--- config.mk ---
export PLATFORM = sky130hd
export DESIGN_NAME = cobs_decoder_flat
export DESIGN_NICKNAME = d
export VERILOG_FILES = /design/src/rtl/cobs_decoder_if.sv /design/src/rtl/cobs_decoder.sv /design/src/flat_wrapper.sv
export SDC_FILE = /design/constraint.sdc
export NUM_CORES = 1
export LEC_CHECK = 0
export BUFFER_PORTS_ARGS = -buffer_cell sky130_fd_sc_hd__buf_4
export CORE_MARGIN = 1.5
export CORE_UTILIZATION = 60
export CTS_BUF_LIST = sky130_fd_sc_hd__clkbuf_4 sky130_fd_sc_hd__clkbuf_8 sky130_fd_sc_hd__clkbuf_16
export CTS_CLUSTER_DIAMETER = 50
export DETAILED_ROUTE_END_ITERATION = 6
export GPL_ROUTABILITY_DRIVEN = 1
export GPL_TIMING_DRIVEN = 0
export PLACE_DENSITY = 0.84
export SLEW_MARGIN = 10
export SYNTH_ARGS = -nofsm -noshare
export SYNTH_HDL_FRONTEND = slang
export SYNTH_SLANG_ARGS = --single-unit
--- constraint.sdc ---
create_clock -name clk -period 3.52 [get_ports clk]
set_input_delay 1.056 -clock clk [delete_from_list [all_inputs] [get_ports clk]]
set_output_delay 1.056 -clock clk [all_outputs]
set_load 0.005 [all_outputs]
--- src/rtl/cobs_decoder_if.sv ---
// AXI-Stream style byte channel shared by the COBS receive path.
// master/slave are the generic views; Source/Sink are the views the decoder
// uses. Sink leaves out tlast because the decoder ignores upstream framing.
interface axis_interface #(
    parameter int DATA_WIDTH = 8
);
    logic                  tvalid;
    logic                  tready;
    logic                  tlast;
    logic [DATA_WIDTH-1:0] tdata;

    modport master (output tvalid, output tdata, output tlast, input tready);
    modport slave  (input tvalid, input tdata, input tlast, output tready);

    modport Source (output tvalid, output tdata, output tlast, input tready);
    modport Sink   (input tvalid, input tdata, output tready);
endinterface

--- src/rtl/cobs_decoder.sv ---
// COBS receive decoder: strips COBS framing from the FT232H byte stream and
// emits payload bytes with tlast on the final byte of each frame.
// Every decoded byte waits in a hold register until the next input event
// shows whether it is the last byte of its frame.
module cobs_decoder (
    input  logic          clk,
    input  logic          rst,
    axis_interface.Sink   encoded_stream,
    axis_interface.Source decoded_stream,
    output logic          frame_error
);

    typedef enum logic {
        CODE,
        DATA
    } state_t;

    state_t      state, state_next;
    logic [7:0]  remaining, remaining_next;
    logic        zero_pending, zero_pending_next;
    logic        hold_valid, hold_valid_next;
    logic [7:0]  hold_data, hold_data_next;
    logic        out_valid, out_valid_next;
    logic [7:0]  out_data, out_data_next;
    logic        out_last, out_last_next;
    logic        frame_error_next;

    logic        in_accept;
    logic [7:0]  in_byte;
    logic        push;
    logic [7:0]  push_byte;
    logic        flush;

    // Upstream may advance whenever the hold byte has somewhere to go.
    assign encoded_stream.tready = !rst && (!hold_valid || !out_valid || decoded_stream.tready);
    assign in_accept = encoded_stream.tvalid && encoded_stream.tready;
    assign in_byte   = encoded_stream.tdata;

    assign decoded_stream.tvalid = out_valid;
    assign decoded_stream.tdata  = out_data;
    assign decoded_stream.tlast  = out_last;

    // Decode each accepted byte into at most one push or a flush, and advance the block state.
    always_comb begin
        state_next        = state;
        remaining_next    = remaining;
        zero_pending_next = zero_pending;
        frame_error_next  = 1'b0;
        push              = 1'b0;
        push_byte         = 8'h00;
        flush             = 1'b0;

        if (in_accept) begin
            case (state)
                CODE: begin
                    if (in_byte == 8'h00) begin
                        flush             = 1'b1;
                        zero_pending_next = 1'b0;
                    end else begin
                        if (zero_pending) begin
                            push      = 1'b1;
                            push_byte = 8'h00;
                        end
                        remaining_next    = in_byte - 8'd1;
                        zero_pending_next = (in_byte != 8'hFF);
                        state_next        = (in_byte > 8'd1) ? DATA : CODE;
                    end
                end
                DATA: begin
                    if (in_byte == 8'h00) begin
                        flush             = 1'b1;
                        frame_error_next  = 1'b1;
                        zero_pending_next = 1'b0;
                        state_next        = CODE;
                    end else begin
                        push           = 1'b1;
                        push_byte      = in_byte;
                        remaining_next = remaining - 8'd1;
                        if (remaining == 8'd1) begin
                            state_next = CODE;
                        end
                    end
                end
                default: state_next = CODE;
            endcase
        end
    end

    // Move bytes hold -> output on push/flush and retire the output on downstream accept.
    always_comb begin
        hold_valid_next = hold_valid;
        hold_data_next  = hold_data;
        out_valid_next  = out_valid;
        out_data_next   = out_data;
        out_last_next   = out_last;

        if (out_valid && decoded_stream.tready) begin
            out_valid_next = 1'b0;
        end

        if (push) begin
            if (hold_valid) begin
                out_valid_next = 1'b1;
                out_data_next  = hold_data;
                out_last_next  = 1'b0;
            end
            hold_valid_next = 1'b1;
            hold_data_next  = push_byte;
        end else if (flush && hold_valid) begin
            out_valid_next  = 1'b1;
            out_data_next   = hold_data;
            out_last_next   = 1'b1;
            hold_valid_next = 1'b0;
        end
    end

    // State and staging registers; reset discards any partial frame.
    always_ff @(posedge clk) begin
        if (rst) begin
            state        <= CODE;
            remaining    <= 8'd0;
            zero_pending <= 1'b0;
            hold_valid   <= 1'b0;
            hold_data    <= 8'h00;
            out_valid    <= 1'b0;
            out_data     <= 8'h00;
            out_last     <= 1'b0;
            frame_error  <= 1'b0;
        end else begin
            state        <= state_next;
            remaining    <= remaining_next;
            zero_pending <= zero_pending_next;
            hold_valid   <= hold_valid_next;
            hold_data    <= hold_data_next;
            out_valid    <= out_valid_next;
            out_data     <= out_data_next;
            out_last     <= out_last_next;
            frame_error  <= frame_error_next;
        end
    end

endmodule
--- src/flat_wrapper.sv ---
// flat-port wrapper written by rule: the top's interface ports become plain ports
module cobs_decoder_flat 
  (clk, rst, frame_error, encoded_stream_tvalid, encoded_stream_tdata, encoded_stream_tready, decoded_stream_tvalid, decoded_stream_tdata, decoded_stream_tlast, decoded_stream_tready);
  axis_interface encoded_stream_i ();
  axis_interface decoded_stream_i ();
  input  logic clk;
  input  logic rst;
  output logic frame_error;
  input wire logic [$bits(encoded_stream_i.tvalid)-1:0] encoded_stream_tvalid;
  input wire logic [$bits(encoded_stream_i.tdata)-1:0] encoded_stream_tdata;
  output wire logic [$bits(encoded_stream_i.tready)-1:0] encoded_stream_tready;
  output wire logic [$bits(decoded_stream_i.tvalid)-1:0] decoded_stream_tvalid;
  output wire logic [$bits(decoded_stream_i.tdata)-1:0] decoded_stream_tdata;
  output wire logic [$bits(decoded_stream_i.tlast)-1:0] decoded_stream_tlast;
  input wire logic [$bits(decoded_stream_i.tready)-1:0] decoded_stream_tready;
  assign encoded_stream_i.tvalid = encoded_stream_tvalid;
  assign encoded_stream_i.tdata = encoded_stream_tdata;
  assign encoded_stream_tready = encoded_stream_i.tready;
  assign decoded_stream_tvalid = decoded_stream_i.tvalid;
  assign decoded_stream_tdata = decoded_stream_i.tdata;
  assign decoded_stream_tlast = decoded_stream_i.tlast;
  assign decoded_stream_i.tready = decoded_stream_tready;
  cobs_decoder u_core (.clk(clk), .rst(rst), .encoded_stream(encoded_stream_i), .decoded_stream(decoded_stream_i), .frame_error(frame_error));
endmodule
==> out/qor.csv, run 1 <==
stage,metric,value,unit
outcome,run_status,completed,
sta,maxClockFrequency,347,MHz
setup_path,setup.reg_to_reg.worst_slack,1.77,ns
route,route.vias.total,1510,
pwr,ir_drop,0.371,mV
pwr,power_leakage,0.718,nW
clock_network,clk_root_buffer_cell,sky130_fd_sc_hd__clkbuf_4,
floorplan,starting_utilization_of_the_core_area,0.637,
placed_design,dp.cells,243,
synthesis,synth.lib_cells_used.distinct,44,
sta,fin_tns_setup,0,ns
pwr,power.density,370,nW/um^2
sta,share_of_the_clock_period_used_by_the_worst_path,0.818,
synthesis,post_synth.cell_area_avg,8.30,sq um
final_layout,commonest_non_fill_non_tap_cell_in_the_layout,sky130_fd_sc_hd__dfxtp_1,
clock_network,clock_sink_count,30,
final_layout,syn2layout_area_growth,16.3,%
synthesis,ys_ff_latch,30,
sta,finalMaxSlewViolations,0,
sta,headroom_to_the_max_slew_limit,0.650,
synthesis,syn-instance-count,190,
placed_design,io_buffer_count,23,
clock_network,post_cts_resize_count,0,
final_layout,layout.cell_area.non_filler,1840,sq um
route,firstDrtPassIters,4,
setup_path,timing.critical_path.required,2.46,ns
placed_design,place.detailed.hpwl,2750,microns
clock_network,cts.path.max_buffers,2,
floorplan,chipWidth,54.3,microns
final_layout,fin_nets,238,
sta,worst_slew_pin_slew,0.525,ns
setup_path,worst_ep_arrival_time,1.82,ns
clock_network,post_cts_buffers,0,
grt,grt_pass1_vias,1317,
synthesis,post-synth-top-area-fraction,0.381,
floorplan,design.die.area,2950,sq um
final_layout,final-instance-count-excl-fill,250,
clock_network,post_cts_hold_buffer_count,0,
synthesis,synth.largest_area_cell,sky130_fd_sc_hd__dfxtp_1,
sta,finClkSkew,0.0124,ns
floorplan,floorplan.rows,18,
placed_design,gp_congestion,0.931,
grt,antenna_violations_before_repair,0,
min_path,timing.hold.worst.class,flop to flop,
sta,finalWorstSetupSlack,0.642,ns
route,route.antenna.remaining_nets,0,
setup_path,setup.worst_path.start_class,input pin,
synthesis,synth_nets,208,
floorplan,pin_count,24,
final_layout,post_route_cells_drive_above_1_share,0.195,
synthesis,flip_flop_cell_with_the_highest_count_after_synthesis,sky130_fd_sc_hd__dfxtp_1,
grt,wire_length_of_the_first_global_routing_pass,5770,microns
route,dr.first_iter.drc_count,58,
setup_path,timing_worst_setup_path_type,input pin to output pin,
synthesis,synth_edf_count,0,
setup_path,critical_path.max_fanout,10,
route,drc,0,
clock_network,clock_pin_slew_worst_setup_and_hold_paths,0.10,ns
synthesis,synth.top_cells.by_area,"sky130_fd_sc_hd__dfxtp_1 (38%), sky130_fd_sc_hd__a21oi_1 (6.3%), sky130_fd_sc_hd__mux2i_1 (6.3%), sky130_fd_sc_hd__nor2_1 (5.0%), sky130_fd_sc_hd__ha_1 (4.8%)",
synthesis,synth.yosys.warnings,0,
route,avgRoutedWirePerCell,15.0,microns
clock_network,number_of_levels_in_the_clock_h_tree,2,
final_layout,num_antenna_cells,0,
route,post_drt_via_cell_ratio,6.04,
flow_run,drv_cap,0,
route,wirelength,3750,microns
sta,finalHoldViolations,0,
clock_network,cts_buffers,5,
grt,grt_overflow_total,0,
clock_network,worstSkewPairLatency,0.34,ns
placed_design,post-place-ws,0.635,ns
placed_design,placement_cell_area,1790,sq um
sta,finalSetupViolCount,0,
final_layout,fillers,199,
clock_network,cts_tree,done,
synthesis,synth_sequential_area_ratio,0.381,
sta,fin_crit,2.88,ns
floorplan,floorplan.core_area,2480,sq um
setup_path,worstSetupEndpointType,output pin,
synthesis,async_reset_ff_frac,0,
grt,groute.usage.overall,0.278,
floorplan,fp.dieH,54.3,microns
grt,grt_max_degree,11,
final_layout,layout_common_cells,"sky130_fd_sc_hd__dfxtp_1 (30), sky130_fd_sc_hd__buf_4 (23), sky130_fd_sc_hd__nor2_1 (21), sky130_fd_sc_hd__a21oi_1 (20), sky130_fd_sc_hd__nand2_1 (19)",
synthesis,post_synth_instance_area,1580,sq um
sta,rsz0062_at_grt,no,
## state kept, by name (all words and copies together), names as in the netlist
signal,flops
u_core.zero_pending,1
u_core.hold_valid,1
u_core.state,1
u_core.frame_error,1
u_core.decoded_stream.tlast,1
u_core.decoded_stream.tdata,8
u_core.decoded_stream.tvalid,1
u_core.hold_data,8
u_core.remaining,8
## path summary, 6_finish.rpt
| kind | from | to | cells past startpoint |
|---|---|---|---|
| worst max-delay path | rst | encoded_stream_tready | 4 |
| worst min-delay path | u_core.hold_data[6] | u_core.hold_data[6] | 2 |
| worst max register to register | u_core.remaining[0] | u_core.remaining[5] | 6 |
| worst min register to register | u_core.hold_data[6] | u_core.hold_data[6] | 2 |
## report_power, final
part | switching, mW | internal (mW)
Clock | 0.121 | 0.0715
Sequential | 0.0130 | 0.352
Combinational | 0.0720 | 0.0490
Total | 0.206 | 0.473
## metal layers
metal / track usage / part of all wire / vias to the layer above
met5: 0 / 0 / -
met4: 0.154 / 0.017 / 0
met3: 0.0765 / 0.070 / 8
met2: 0.442 / 0.47 / 74
met1: 0.339 / 0.44 / 699
li1: - / - / 729
## Yosys cell counts (3+ instances only)
| library cell | n |
|---|---|
| sky130_fd_sc_hd__inv_1 | 9 |
| sky130_fd_sc_hd__mux2i_1 | 10 |
| sky130_fd_sc_hd__nand4_1 | 3 |
| sky130_fd_sc_hd__dfxtp_1 | 30 |
| sky130_fd_sc_hd__nor3_1 | 6 |
| sky130_fd_sc_hd__a21oi_1 | 20 |
| sky130_fd_sc_hd__ha_1 | 6 |
| sky130_fd_sc_hd__nor2_1 | 21 |
| sky130_fd_sc_hd__o21ai_0 | 7 |
| sky130_fd_sc_hd__nand2_1 | 19 |
| sky130_fd_sc_hd__o211ai_1 | 3 |
| sky130_fd_sc_hd__clkbuf_1 | 5 |
| sky130_fd_sc_hd__nand3_1 | 11 |
| sky130_fd_sc_hd__nor2b_1 | 3 |
## logic make-up (layout without fill, tap and decap cells)
family / count (synthesis) / in the layout / synth area share
AO/OA/AOI/OAI: 44 / 44 / 0.178
flip-flops: 30 / 30 / 0.381
AND/OR/NAND/NOR: 75 / 75 / 0.242
XOR/XNOR: 4 / 4 / 0.0222
buffers and inverters: 19 / 49 / 0.0523
adder cells (fa/ha/maj): 6 / 6 / 0.0476
multiplexers: 12 / 12 / 0.0777
## worst max-delay path, stage by stage
cell	delay, ns
sky130_fd_sc_hd__buf_4	0.11
sky130_fd_sc_hd__clkbuf_1	0.41
sky130_fd_sc_hd__nor2b_1	0.10
sky130_fd_sc_hd__buf_4	0.15
## per-stage QoR
stage                     total power, mW  hold slack [ns]  utilization
final                               0.678            0.457        0.741
after global routing                0.703            0.477        0.741
after CTS                           0.677            0.459        0.741
after detailed placement            0.491            0.448        0.722
after global placement              0.487            0.441        0.722
after floorplan                     0.449            0.432            -
## layout make-up
type / count / area [sq um] / area share
clock buffers: 5 / 37.5 / 0.0204
plain buffers: 9 / 45.0 / 0.0245
inverters: 10 / 37.5 / 0.0204
well taps: 30 / 37.5 / 0.0204
clock inverters: 2 / 10.0 / 0.00545
multi-input cells: 141 / 895 / 0.487
flip-flops and latches: 30 / 601 / 0.327
repair buffers: 23 / 173 / 0.0941
Note: power is estimated with default switching activity, not from simulation.
==> inputs of run 2 (changes only) <==
--- a/config.mk
+++ b/config.mk
@@ -7,13 +7,13 @@
 export LEC_CHECK = 0
 export BUFFER_PORTS_ARGS = -buffer_cell sky130_fd_sc_hd__buf_4
 export CORE_MARGIN = 1.5
-export CORE_UTILIZATION = 60
+export CORE_UTILIZATION = 55
 export CTS_BUF_LIST = sky130_fd_sc_hd__clkbuf_4 sky130_fd_sc_hd__clkbuf_8 sky130_fd_sc_hd__clkbuf_16
 export CTS_CLUSTER_DIAMETER = 50
 export DETAILED_ROUTE_END_ITERATION = 6
 export GPL_ROUTABILITY_DRIVEN = 1
 export GPL_TIMING_DRIVEN = 0
-export PLACE_DENSITY = 0.84
+export PLACE_DENSITY = 0.78
 export SLEW_MARGIN = 10
 export SYNTH_ARGS = -nofsm -noshare
 export SYNTH_HDL_FRONTEND = slang
==> constraint.sdc (replaced) <==
create_clock -name clk -period 2.98 [get_ports clk]
set_input_delay 0.894 -clock clk [delete_from_list [all_inputs] [get_ports clk]]
set_output_delay 0.894 -clock clk [all_outputs]
set_load 0.005 [all_outputs]
==> run 2 against run 1 <==
Effect of this change:
- combinational power grew 19%
- worst setup slack lost 0.26 ns
- via count shrank 0.26%
- sequential cell count is the same
- critical path type unchanged
==> out/qor.csv, run 2 (synthesized netlist as in run 1, its figures left out) <==
stage,metric,value,unit
grt,globalRouteMet1Util,0.324,
sta,finalSetupViolCount,0,
clock_network,cts_tree,done,
clock_network,post_cts_buffers,0,
grt,grt.busiest_layer,met2,
clock_network,post_cts_hold_buffer_count,0,
route,wirelength,3890,microns
sta,finalMaxSlewViolations,0,
route,route.antenna.remaining_nets,0,
route,dr.first_iter.drc_count,51,
floorplan,chipWidth,56.6,microns
setup_path,timing.critical_path.cells,buf_4 > clkbuf_1 > nor2b_1 > buf_4,
pwr,ir_drop,0.467,mV
final_layout,final-instance-count-excl-fill,252,
sta,worst_slew_pin_slew,0.567,ns
final_layout,post_route_cells_drive_above_1_share,0.199,
clock_network,clock_sink_count,30,
route,route.vias.total,1506,
setup_path,critical_path.most_common_cell,sky130_fd_sc_hd__buf_4,
flow_run,drv_cap,0,
route,drc,0,
pwr,power_leakage,0.726,nW
sta,share_of_the_clock_period_used_by_the_worst_path,0.870,
grt,antenna_violations_before_repair,0,
setup_path,setup.worst_path.start_class,input pin,
setup_path,setup.reg_to_reg.worst_slack,1.20,ns
final_layout,fin_nets,238,
placed_design,gp_congestion,0.854,
clock_network,cts.path.max_buffers,2,
route,post_drt_via_cell_ratio,5.98,
placed_design,io_buffer_count,23,
floorplan,floorplan.core_area,2730,sq um
sta,fin_tns_setup,0,ns
setup_path,critical_path.max_stage_delay,0.45,ns
clock_network,clk_root_buffer_cell,sky130_fd_sc_hd__clkbuf_4,
pwr,power.density,453,nW/um^2
grt,grt_pass1_vias,1454,
floorplan,fp.dieH,56.6,microns
setup_path,timing_worst_setup_path_type,input pin to output pin,
setup_path,worst_ep_arrival_time,1.70,ns
floorplan,pin_count,24,
setup_path,critical_path.max_fanout,10,
placed_design,place.detailed.hpwl,2790,microns
grt,grt_overflow_total,0,
setup_path,timing.critical_path.required,2.09,ns
clock_network,clock_pin_slew_worst_setup_and_hold_paths,0.09,ns
sta,fin_crit,2.59,ns
placed_design,dp.cells,244,
clock_network,post_cts_resize_count,0,
final_layout,syn2layout_area_growth,17.4,%
setup_path,critical-path-slowest-cell,sky130_fd_sc_hd__clkbuf_1,
route,firstDrtPassIters,4,
final_layout,num_antenna_cells,0,
setup_path,worstSetupEndpointType,output pin,
grt,wire_length_of_the_first_global_routing_pass,6510,microns
grt,globalRouteMet2Util,0.447,
clock_network,cts_buffers,5,
grt,groute.usage.overall,0.265,
floorplan,starting_utilization_of_the_core_area,0.577,
sta,maxClockFrequency,386,MHz
final_layout,commonest_non_fill_non_tap_cell_in_the_layout,sky130_fd_sc_hd__dfxtp_1,
clock_network,worstSkewPairLatency,0.34,ns
clock_network,number_of_levels_in_the_clock_h_tree,2,
sta,finalHoldViolations,0,
outcome,run_status,completed,
sta,headroom_to_the_max_slew_limit,0.622,
sta,finClkSkew,0.0152,ns
floorplan,floorplan.rows,19,
floorplan,design.die.area,3200,sq um
route,avgRoutedWirePerCell,15.4,microns
sta,rsz0062_at_grt,no,
grt,global_routing_usage_on_met3,0.0760,
min_path,timing.hold.worst.class,flop to flop,
grt,grt_max_degree,11,
final_layout,layout_common_cells,"sky130_fd_sc_hd__dfxtp_1 (30), sky130_fd_sc_hd__buf_4 (23), sky130_fd_sc_hd__nor2_1 (21), sky130_fd_sc_hd__a21oi_1 (20), sky130_fd_sc_hd__nand2_1 (19)",
[run 2: critical path, delay by kind of cell]
kind / cells / cell delay, ns
and+or+nand+nor: 1 / 0.10
buffers and inverters: 3 / 0.71
[run 2: through the flow]
step / instance area [sq um] / setup WS, ns / power (mW) / hold slack, ns / util
floorplan: 1580 / 0.705 / 0.530 / 0.432 / -
global placement: 1790 / 0.405 / 0.574 / 0.440 / 0.654
detailed placement: 1790 / 0.306 / 0.580 / 0.445 / 0.654
CTS: 1850 / 0.407 / 0.842 / 0.458 / 0.678
global route: 1850 / 0.346 / 0.877 / 0.483 / 0.678
finish: 1850 / 0.386 / 0.839 / 0.456 / 0.678
[run 2: area by class of cell]
| type | instances | area [sq um] |
|---|---|---|
| multi-input combinational | 141 | 895 |
| clock buffer | 7 | 58.8 |
| inverter | 10 | 37.5 |
| fill | 233 | 881 |
| tap | 31 | 38.8 |
| timing repair buffer | 23 | 173 |
| buffer | 9 | 45.0 |
| sequential | 30 | 601 |
| clock inverter | 1 | 5.00 |
[run 2: power breakdown]
group          switching [mW]  internal [mW]
Clock                   0.141          0.123
Combinational          0.0860         0.0579
Sequential             0.0147          0.416
Total                   0.242          0.597
[run 2: path summary, 6_finish.rpt]
check / from / to / cells past startpoint
setup / recovery: rst / encoded_stream_tready / 4
hold / removal: u_core.hold_data[6] / u_core.hold_data[6] / 2
setup reg to reg: u_core.remaining[2] / u_core.remaining[7] / 5
hold reg to reg: u_core.hold_data[6] / u_core.hold_data[6] / 2
[run 2: routing by layer]
layer  wire (microns)  up-vias
li1                 -      732
met1             1660      722
met2             1950       41
met3              211       11
met4               75        0
met5                0        -
